<file path="config.mk">
export PLATFORM = sky130hd
export DESIGN_NAME = seg_display_scanner
export DESIGN_NICKNAME = d
export VERILOG_FILES = /design/src/rtl/seg_display_scanner_pkg.sv /design/src/rtl/scan_slot_timer.sv /design/src/rtl/seg_display_scanner.sv
export SDC_FILE = /design/constraint.sdc
export NUM_CORES = 1
export LEC_CHECK = 0
export CORE_ASPECT_RATIO = 0.75
export CORE_UTILIZATION = 35
export CTS_BUF_LIST = sky130_fd_sc_hd__clkbuf_8
export CTS_CLUSTER_SIZE = 16
export DETAILED_ROUTE_END_ITERATION = 12
export GPL_TIMING_DRIVEN = 1
export PLACE_DENSITY = 0.63
export SYNTH_ARGS = -nofsm -noshare
export SYNTH_HDL_FRONTEND = slang
export SYNTH_SLANG_ARGS = --single-unit
</file>
<file path="constraint.sdc">
create_clock -name clk -period 4.2 [get_ports clk]
set_clock_uncertainty 0.15 [all_clocks]
set_input_delay 0.84 -clock clk [delete_from_list [all_inputs] [get_ports clk]]
set_output_delay 0.84 -clock clk [all_outputs]
set_load 0.01 [all_outputs]
</file>
<file path="src/rtl/seg_display_scanner_pkg.sv">
// Shared scanner definitions: FSM state encodings and the all-segments-off pattern.
package seg_display_scanner_pkg;

   typedef enum logic [1:0] {
      ST_IDLE  = 2'd0,
      ST_BLANK = 2'd1,
      ST_DRIVE = 2'd2
   } scan_state_e;

   localparam logic [6:0] SEG_OFF = 7'b0000000;

endpackage

</file>
<file path="src/rtl/scan_slot_timer.sv">
// Loadable down-counter that times BLANK and DRIVE slots; tc_c flags the last cycle of a slot.
module scan_slot_timer #(
   parameter int unsigned WIDTH = 16
) (
   input  logic             clk,
   input  logic             rst_n,
   input  logic             reload,
   input  logic [WIDTH-1:0] reload_val,
   output logic             tc_c
);

   logic [WIDTH-1:0] cnt;

   always_ff @(posedge clk or negedge rst_n) begin
      if (!rst_n) begin
         cnt <= '0;
      end else if (reload) begin
         cnt <= reload_val;
      end else if (cnt != '0) begin
         cnt <= cnt - WIDTH'(1);
      end
   end

   assign tc_c = (cnt == '0);

endmodule

</file>
<file path="src/rtl/seg_display_scanner.sv">
// Time-multiplexed 7-segment scanner sharing one decoder across NUM_DIGITS digits.
// Optional feature: define LEADING_ZERO_BLANK_EN to keep leading-zero digits dark.
module seg_display_scanner
   import seg_display_scanner_pkg::*;
#(
   parameter int unsigned NUM_DIGITS   = 4,
   parameter int unsigned SCAN_DIV     = 50000,
   parameter int unsigned BLANK_CYCLES = 16
) (
   input  logic                    clk,
   input  logic                    rst_n,
   input  logic                    enable,
   input  logic                    load,
   input  logic [4*NUM_DIGITS-1:0] digits_in,
   output logic [3:0]              dec_digit,
   output logic                    dec_enable,
   input  logic [6:0]              seg_in,
   output logic [6:0]              seg_out,
   output logic [NUM_DIGITS-1:0]   an_n
);

   localparam int unsigned DIG_W    = 4 * NUM_DIGITS;
   localparam int unsigned IDX_W    = (NUM_DIGITS > 1) ? $clog2(NUM_DIGITS) : 1;
   localparam int unsigned MAX_SLOT = (SCAN_DIV > BLANK_CYCLES) ? SCAN_DIV : BLANK_CYCLES;
   localparam int unsigned CNT_W    = (MAX_SLOT > 1) ? $clog2(MAX_SLOT) : 1;

   scan_state_e             state, state_nxt;
   logic [IDX_W-1:0]        idx, idx_nxt;
   logic [DIG_W-1:0]        shadow, active, active_nxt;
   logic                    reload;
   logic [CNT_W-1:0]        reload_val;
   logic                    tc_c;
   logic                    lead_blank;
   logic [NUM_DIGITS-1:0]   an_n_nxt;
   logic [3:0]              dec_digit_nxt;
   logic                    dec_enable_nxt;
   logic [6:0]              seg_out_nxt;

   scan_slot_timer #(.WIDTH(CNT_W)) u_timer (
      .clk        (clk),
      .rst_n      (rst_n),
      .reload     (reload),
      .reload_val (reload_val),
      .tc_c       (tc_c)
   );

   // Next-state, slot index and frame-boundary copy of shadow into active.
   always_comb begin
      state_nxt  = state;
      idx_nxt    = idx;
      active_nxt = active;
      reload     = 1'b0;
      reload_val = '0;
      if (!enable) begin
         state_nxt = ST_IDLE;
         idx_nxt   = '0;
         reload    = 1'b1;
      end else begin
         unique case (state)
            ST_IDLE: begin
               state_nxt  = ST_BLANK;
               idx_nxt    = '0;
               active_nxt = shadow;
               reload     = 1'b1;
               reload_val = CNT_W'(BLANK_CYCLES - 1);
            end
            ST_BLANK: begin
               if (tc_c) begin
                  state_nxt  = ST_DRIVE;
                  reload     = 1'b1;
                  reload_val = CNT_W'(SCAN_DIV - 1);
               end
            end
            ST_DRIVE: begin
               if (tc_c) begin
                  state_nxt  = ST_BLANK;
                  idx_nxt    = (idx == IDX_W'(NUM_DIGITS - 1)) ? '0 : idx + IDX_W'(1);
                  reload     = 1'b1;
                  reload_val = CNT_W'(BLANK_CYCLES - 1);
                  if (idx_nxt == '0) begin
                     active_nxt = shadow;
                  end
               end
            end
            default: state_nxt = ST_IDLE;
         endcase
      end
   end

   // Outputs are computed for the upcoming state so they register in step with it.
   always_comb begin
      an_n_nxt       = '1;
      dec_enable_nxt = (state_nxt != ST_IDLE);
      dec_digit_nxt  = dec_enable_nxt ? active_nxt[{idx_nxt, 2'b00} +: 4] : 4'h0;
`ifdef LEADING_ZERO_BLANK_EN
      lead_blank     = (idx_nxt != '0) && ((active_nxt >> {idx_nxt, 2'b00}) == '0);
`else
      lead_blank     = 1'b0;
`endif
      if (state_nxt == ST_DRIVE && !lead_blank) begin
         an_n_nxt[idx_nxt] = 1'b0;
      end
      seg_out_nxt = (state != ST_IDLE && state_nxt != ST_IDLE) ? seg_in : SEG_OFF;
   end

   always_ff @(posedge clk or negedge rst_n) begin
      if (!rst_n) begin
         state      <= ST_IDLE;
         idx        <= '0;
         shadow     <= '0;
         active     <= '0;
         an_n       <= '1;
         dec_digit  <= 4'h0;
         dec_enable <= 1'b0;
         seg_out    <= SEG_OFF;
      end else begin
         state      <= state_nxt;
         idx        <= idx_nxt;
         active     <= active_nxt;
         an_n       <= an_n_nxt;
         dec_digit  <= dec_digit_nxt;
         dec_enable <= dec_enable_nxt;
         seg_out    <= seg_out_nxt;
         if (load) begin
            shadow <= digits_in;
         end
      end
   end

endmodule

</file>
==> results of run 1 <==
## power by group through the flow
| stage | registers (W) | logic (W) | clock network (W) |
|---|---|---|---|
| floorplan | 0.000937 | 0.000784 | 0 |
| global placement | 0.000941 | 0.000989 | 0 |
| detailed placement | 0.000947 | 0.00101 | 0 |
| CTS | 0.000937 | 0.00101 | 0.000623 |
| global route | 0.000959 | 0.00113 | 0.000660 |
| finish | 0.000937 | 0.00101 | 0.000610 |
## cell type report
class | count | area, um^2 | share of cell area (%)
inverters | 10 | 37.54 | 0.9299
repair buffers | 45 | 437.9 | 10.85
clock buffers | 11 | 151.4 | 3.751
flip-flops and latches | 68 | 1707 | 42.28
clock inverters | 4 | 72.57 | 1.798
multi-input cells | 200 | 1470 | 36.42
well taps | 128 | 160.2 | 3.968
## Yosys cell counts (3+ instances only)
cell | instances | area [um^2]
nand2_1 | 16 | 60.06
nand3_1 | 3 | 15.01
o211ai_1 | 12 | 90.09
a41oi_1 | 4 | 35.03
or4_1 | 3 | 22.52
dfstp_2 | 4 | 105.1
mux2_2 | 18 | 202.7
a21oi_1 | 9 | 45.04
a21boi_1 | 8 | 60.06
buf_6 | 3 | 33.78
and3_1 | 16 | 100.1
clkbuf_1 | 7 | 26.28
and2_1 | 10 | 62.56
o21ai_0 | 4 | 20.02
ha_1 | 7 | 87.58
or2_1 | 12 | 75.07
or3_1 | 4 | 25.02
a21boi_0 | 8 | 60.06
dfrtp_1 | 64 | 1602
inv_1 | 8 | 30.03
nor2_1 | 14 | 52.55
xor2_1 | 7 | 61.31
or2_2 | 4 | 25.02
nor4_1 | 5 | 31.28
xnor2_1 | 6 | 52.55
## through the flow
step / utilization, % / power (W) / cells
6_report: 44.44 / 0.002560 / 466
5_1_grt: 44.44 / 0.002745 / 466
4_1_cts: 44.44 / 0.002573 / 466
3_5_place_dp: 41.97 / 0.001953 / 451
3_3_place_gp: 41.97 / 0.001930 / 451
2_1_floorplan: - / 0.001720 / 292
## registers in the layout, indices dropped and copies added (netlist names)
name and flops:
state 2, active 16, seg_out 7, an_n 4, u_timer.cnt 16, dec_digit 4
dec_enable 1, shadow 16, idx 2
## logic make-up (layout without fill, tap and decap cells)
logic type | after synthesis | after routing | synth area share, %
flip-flops | 68 | 68 | 51.78
buffers and inverters | 24 | 70 | 3.607
multiplexers | 20 | 20 | 6.758
adder cells (fa/ha/maj) | 7 | 7 | 2.657
XOR/XNOR | 13 | 13 | 3.455
AO/OA/AOI/OAI | 61 | 61 | 14.31
AND/OR/NAND/NOR | 99 | 99 | 17.43
## layer usage
layer  global-route usage [%]  share of wire [%]  up-vias
li1                         -                  -     1118
met1                    22.64                 51     1151
met2                    22.04                 42       59
met3                    5.795                5.5       10
met4                    4.959                1.2        0
met5                        0                  0        -
## path summary, 6_finish.rpt
kind                                             from                      to  cells past startpoint
hold reg to reg                 shadow[7]$_DFFE_PN0P_   shadow[7]$_DFFE_PN0P_                      1
hold / removal                                  rst_n    active[11]$_DFF_PN0_                      1
setup reg to reg           u_timer.cnt[0]$_DFFE_PN0P_  dec_digit[2]$_DFF_PN0_                      9
min in group clk                shadow[7]$_DFFE_PN0P_   shadow[7]$_DFFE_PN0P_                      1
max in group asynchronous                       rst_n   shadow[8]$_DFFE_PN0P_                      2
setup / recovery           u_timer.cnt[0]$_DFFE_PN0P_  dec_digit[2]$_DFF_PN0_                      9
## critical path: cells and delay by family (launching register included)
kind	cells	cell delay (ns)
AOI/OAI and AO/OA	3	1.12
adders and majority gates	1	0.15
buffers and inverters	2	0.30
DFF	1	0.40
muxes	1	0.36
and+or+nand+nor	2	0.77
==> results.md, run 1 <==
- Crit-path max cell delay: between 0.6 and 0.7 ns
- WL final: 6993 um
- Status: completed
- Final setup violation count: 0
- Final Wtd Congestion: approximately 0.8
- Ys flop type: dfrtp_1
- Port bufs: 42
- Leak pwr: around 1.8 nW
- Clk sinks: 68
- # Max-Cap Violations: 0
- NetSw: 0.0008933 W
- Post-synth EDFFs: 0
- Maximum VDD drop: approximately 0.23 mV
- Largest net degree at the start of global routing: 49
- DRC viols: 0
- Worst-Skew Late Latency: ~0.36 ns
- Total Nets Final: 368
- Synth Register Bits: 68
- Vias in the first global route: around 2300
- Place WS: roughly 0.9 ns
- Total die area: around 0.01 mm^2
- Row Count: 30
- Comb pwr share: between 30% and 40%
- Netlist cell types: a little over 50
- Post-CTS setup buffer count: 0
- Internal power: around 0.0017 W
- H-tree depth: 3
- Worst Setup End Kind: register
- Fin. max-slew vios: 0
- Arrival time at the worst endpoint: ~3.5 ns
- Hold-fix buffers at CTS: 0
- Antenna Nets Post-Route: 0
- RSZ-0062 raised after global routing: false
- Seq/Total Area, Yosys: between 50 and 60%
- Grt ovf: 0
- Final instance area: around 0.0040 mm^2
- CP Class: register to register
- Worst Max-Slew Pin Slew: ~1.1 ns
- Total GRT Usage: 15.81%
- Top achievable clock speed: approximately 0.3 GHz
- CP Launch Type: register
- Mapped Avg Cell Area: 11.29 um^2
- Fraction of layout cells with a size suffix above 1: between 10% and 20%
- Total CTS buffers: 9
- Clk pin slew, worst setup/hold paths: roughly 0.070 ns
- Fill cells: approximately 870
- Part of the power in the clock network: approximately a quarter
- Commonest non-fill, non-tap cell in the layout: dfrtp_1
- Initial antenna violation count: 0
- Hpwl dp: between 4000 and 5000 um
- Die Ht: around 86 um
- Seq pwr share: roughly 37%
- Initial drt markers: between 100 and 150
- Switching share of total power: 34.89%
- Antenna Cells: 0
- Placed inst area: between 0.003 and 0.004 mm^2
- Synthesis-to-layout area growth: 22.48%
- Via count: approximately 2300
- Power per cell area: about 630 mW/mm^2
- First-pass GRT wire length: 11780 um
- Die width: about 110 um
- FF-to-FF setup slack: 0.86 ns
- Most frequent cells in the layout: dfrtp_1 (64), clkdlybuf4s50_1 (41), mux2_2 (18)
- DR vias/cell: about 5
- Final Hold Fails: 0
- Max_slew headroom: about 27%
- IO Pins: 43
- CTS root buf: clkbuf_8
- CORE AREA: a little over 0.009 mm^2
- WHS: 0.2856 ns
- Final Cycle Share: 79.59%
- Setup total negative slack: 0 ns
- CTS Buffer Depth: 2
- Share of synthesized registers carrying an async set or reset: 100.0%
- CTS tree: yes
- Cts repair resizes: 0
- Initial Utilization: between 30% and 40%
- Critical Path Fanout Max: 9
- Synth Cell Area: 0.003296 mm^2
- Final WS setup: about 0.86 ns
- Drt pass-1 iters: 4
- Drt wl/cell: roughly 15 um
- YS warnings: 0
- Hold Crit Class: primary input to asynchronous set/reset pin
- Critical Path Slowest Stage Cell: a221oi_1
- Synth Net Count: ~330
- Synth Instances: just under 300
- Crit path required time: roughly 4.3 ns
- Critical path cell sequence: inv_1, ha_1, or3b_2, nor4_4, buf_4, mux2_2, a221oi_1, o21ai_0, a41oi_1
- Final Critical Period: 3.343 ns
(Power assumes the default switching activity.)
==> run 2: changes to the inputs <==
clock period = 3.2 ns   (was 4.2 ns; I/O delays follow)
==> run 2 against run 1 <==
- power rose by 33%
- routed wire length fell by 0.64%
- flip-flop and latch count did not move
- final area rose by 1.4%
- die area did not move
- largest cell class unchanged
==> results.md, run 2 (same netlist as run 1, synthesis figures left out) <==
- Final WS setup: 0.2098 ns (was 0.8570 ns)
- Biggest regs: active x16, shadow x16, u_timer.cnt x16 (unchanged)
- CORE AREA: 0.009084 mm^2 (unchanged)
- Worst Setup End Kind: register (unchanged)
- Total die area: 0.009812 mm^2 (unchanged)
- CP Launch Type: register (unchanged)
- CTS tree: yes (unchanged)
- Vias in the first global route: 2270 (was 2299)
- Total Nets Final: 374 (was 368)
- Synthesis-to-layout area growth: 24.18% (was 22.48%)
- Via count: 2362 (was 2338)
- Place WS: 0.1967 ns (was 0.8991 ns)
- Final Wtd Congestion: 0.7945 (was 0.8027)
- Total GRT Usage: 15.33% (was 15.81%)
- Status: completed (unchanged)
- Final Hold Fails: 0 (unchanged)
- # Max-Cap Violations: 0 (unchanged)
- Port bufs: 42 (unchanged)
- Hpwl dp: 4923 um (was 4993 um)
- Initial antenna violation count: 0 (unchanged)
- Grt ovf: 0 (unchanged)
- Crit path required time: 3.30 ns (was 4.32 ns)
- Die width: 114.1 um (unchanged)
- WL final: 6948 um (was 6993 um)
- RSZ-0062 raised after global routing: false (unchanged)
- CP Class: register to register (unchanged)
- Setup total negative slack: 0 ns (unchanged)
- Die Ht: 86.04 um (unchanged)
- Total CTS buffers: 9 (unchanged)
- IO Pins: 43 (unchanged)
- Critical Path Fanout Max: 16 (was 9)
- Row Count: 30 (unchanged)
- Hold Crit Class: primary input to asynchronous set/reset pin (unchanged)
- Clk pin slew, worst setup/hold paths: 0.08 ns (was 0.07 ns)
- Max_slew headroom: 27.67% (was 27.13%)
- Clk sinks: 68 (unchanged)
- First-pass GRT wire length: 11500 um (was 11780 um)
- Power per cell area: 830.4 mW/mm^2 (was 634.3 mW/mm^2)
- Final setup violation count: 0 (unchanged)
- Total Power: 0.003399 W (was 0.002560 W)
- Initial drt markers: 92 (was 123)
- Cts repair resizes: 0 (unchanged)
- Drt pass-1 iters: 4 (unchanged)
- Antenna Cells: 0 (unchanged)
- Leak pwr: 1.790 nW (was 1.758 nW)
- Initial Utilization: 36.28% (unchanged)
- Final Critical Period: 2.990 ns (was 3.343 ns)
- H-tree depth: 3 (unchanged)
- CTS Buffer Depth: 2 (unchanged)
- Worst R2R Path Depth: 8 (was 9)
- Worst-Skew Late Latency: 0.35 ns (was 0.36 ns)
- DR vias/cell: 4.994 (was 5.017)
- Final core utilization: 45.06% (was 44.44%)
- Drt wl/cell: 14.69 um (was 15.01 um)
- Commonest non-fill, non-tap cell in the layout: dfrtp_1 (unchanged)
- Most frequent cells in the layout: dfrtp_1 (64), clkdlybuf4s50_1 (41), mux2_2 (18) (unchanged)
- Top achievable clock speed: 0.3344 GHz (was 0.2991 GHz)
- Worst Max-Slew Pin Slew: 1.071 ns (was 1.079 ns)
- CTS root buf: clkbuf_8 (unchanged)
- Fraction of layout cells with a size suffix above 1: 18.84% (was 17.16%)
- WHS: 0.1557 ns (was 0.2856 ns)
- Largest net degree at the start of global routing: 33 (was 49)
- Fin. max-slew vios: 0 (unchanged)
- Maximum VDD drop: 0.3089 mV (was 0.2290 mV)
- Antenna Nets Post-Route: 0 (unchanged)
- Arrival time at the worst endpoint: 3.09 ns (was 3.46 ns)
- Final Cycle Share: 93.44% (was 79.59%)
- DRC viols: 0 (unchanged)
## run 2: cell types whose count changed in the layout (fill, tap and decap cells not counted), sizes merged
cell,change
buf,+6
inv,+2
clkbuf,-2
clkinv,+1
## run 2: critical path, cell delays in order (launching register included)
cell and delay, ns:
dfrtp_1 0.38, inv_1 0.10, ha_1 0.15, or3b_2 0.51, or4_4 0.62, o21ai_4 0.39, and3_1 0.23, o211ai_1 0.10
a41oi_1 0.27
## run 2: repair_timing
item / in CTS / in global routing
endpoints found under the setup margin: 0 / 1
hold buffers: 0 / 0
buffers inserted: 0 / 2
## run 2: final cells by class
class	instances	area [um^2]
fill	878	4991
tap	128	160.2
clock inverter	7	98.84
timing repair buffer	51	495.5
inverter	10	37.54
clock buffer	9	123.9
multi-input combinational	200	1470
sequential	68	1707
## run 2: through the flow
stage	cells	instance area (um^2)
after floorplan	292	3296
after detailed placement	455	3842
after global placement	455	3842
after global routing	473	4093
after CTS	471	4065
final	473	4093
## run 2: metal layers
layer	global-route usage, %	vias up	wire [um]
met5	0	-	0
met4	5.077	0	94
met3	4.523	11	481
met2	20.55	78	2781
met1	23.23	1133	3591
li1	-	1140	-
## run 2: power breakdown
part	internal, W	switching [W]
registers	0.00110	0.000124
clock network	0.000444	0.000352
logic	0.000649	0.000728
total	0.00220	0.00120
## run 2: path summary, 6_finish.rpt
check / startpoint / end / slack, ns
max: u_timer.cnt[1]$_DFFE_PN0P_ / dec_digit[3]$_DFF_PN0_ / 0.21
min: rst_n / idx[1]$_DFF_PN0_ / 0.16
max reg2reg: u_timer.cnt[1]$_DFFE_PN0P_ / dec_digit[3]$_DFF_PN0_ / 0.21
min reg2reg: shadow[0]$_DFFE_PN0P_ / shadow[0]$_DFFE_PN0P_ / 0.36
max in group asynchronous: rst_n / an_n[3]$_DFF_PN1_ / 1.97
min in group clk: shadow[0]$_DFFE_PN0P_ / shadow[0]$_DFFE_PN0P_ / 0.36
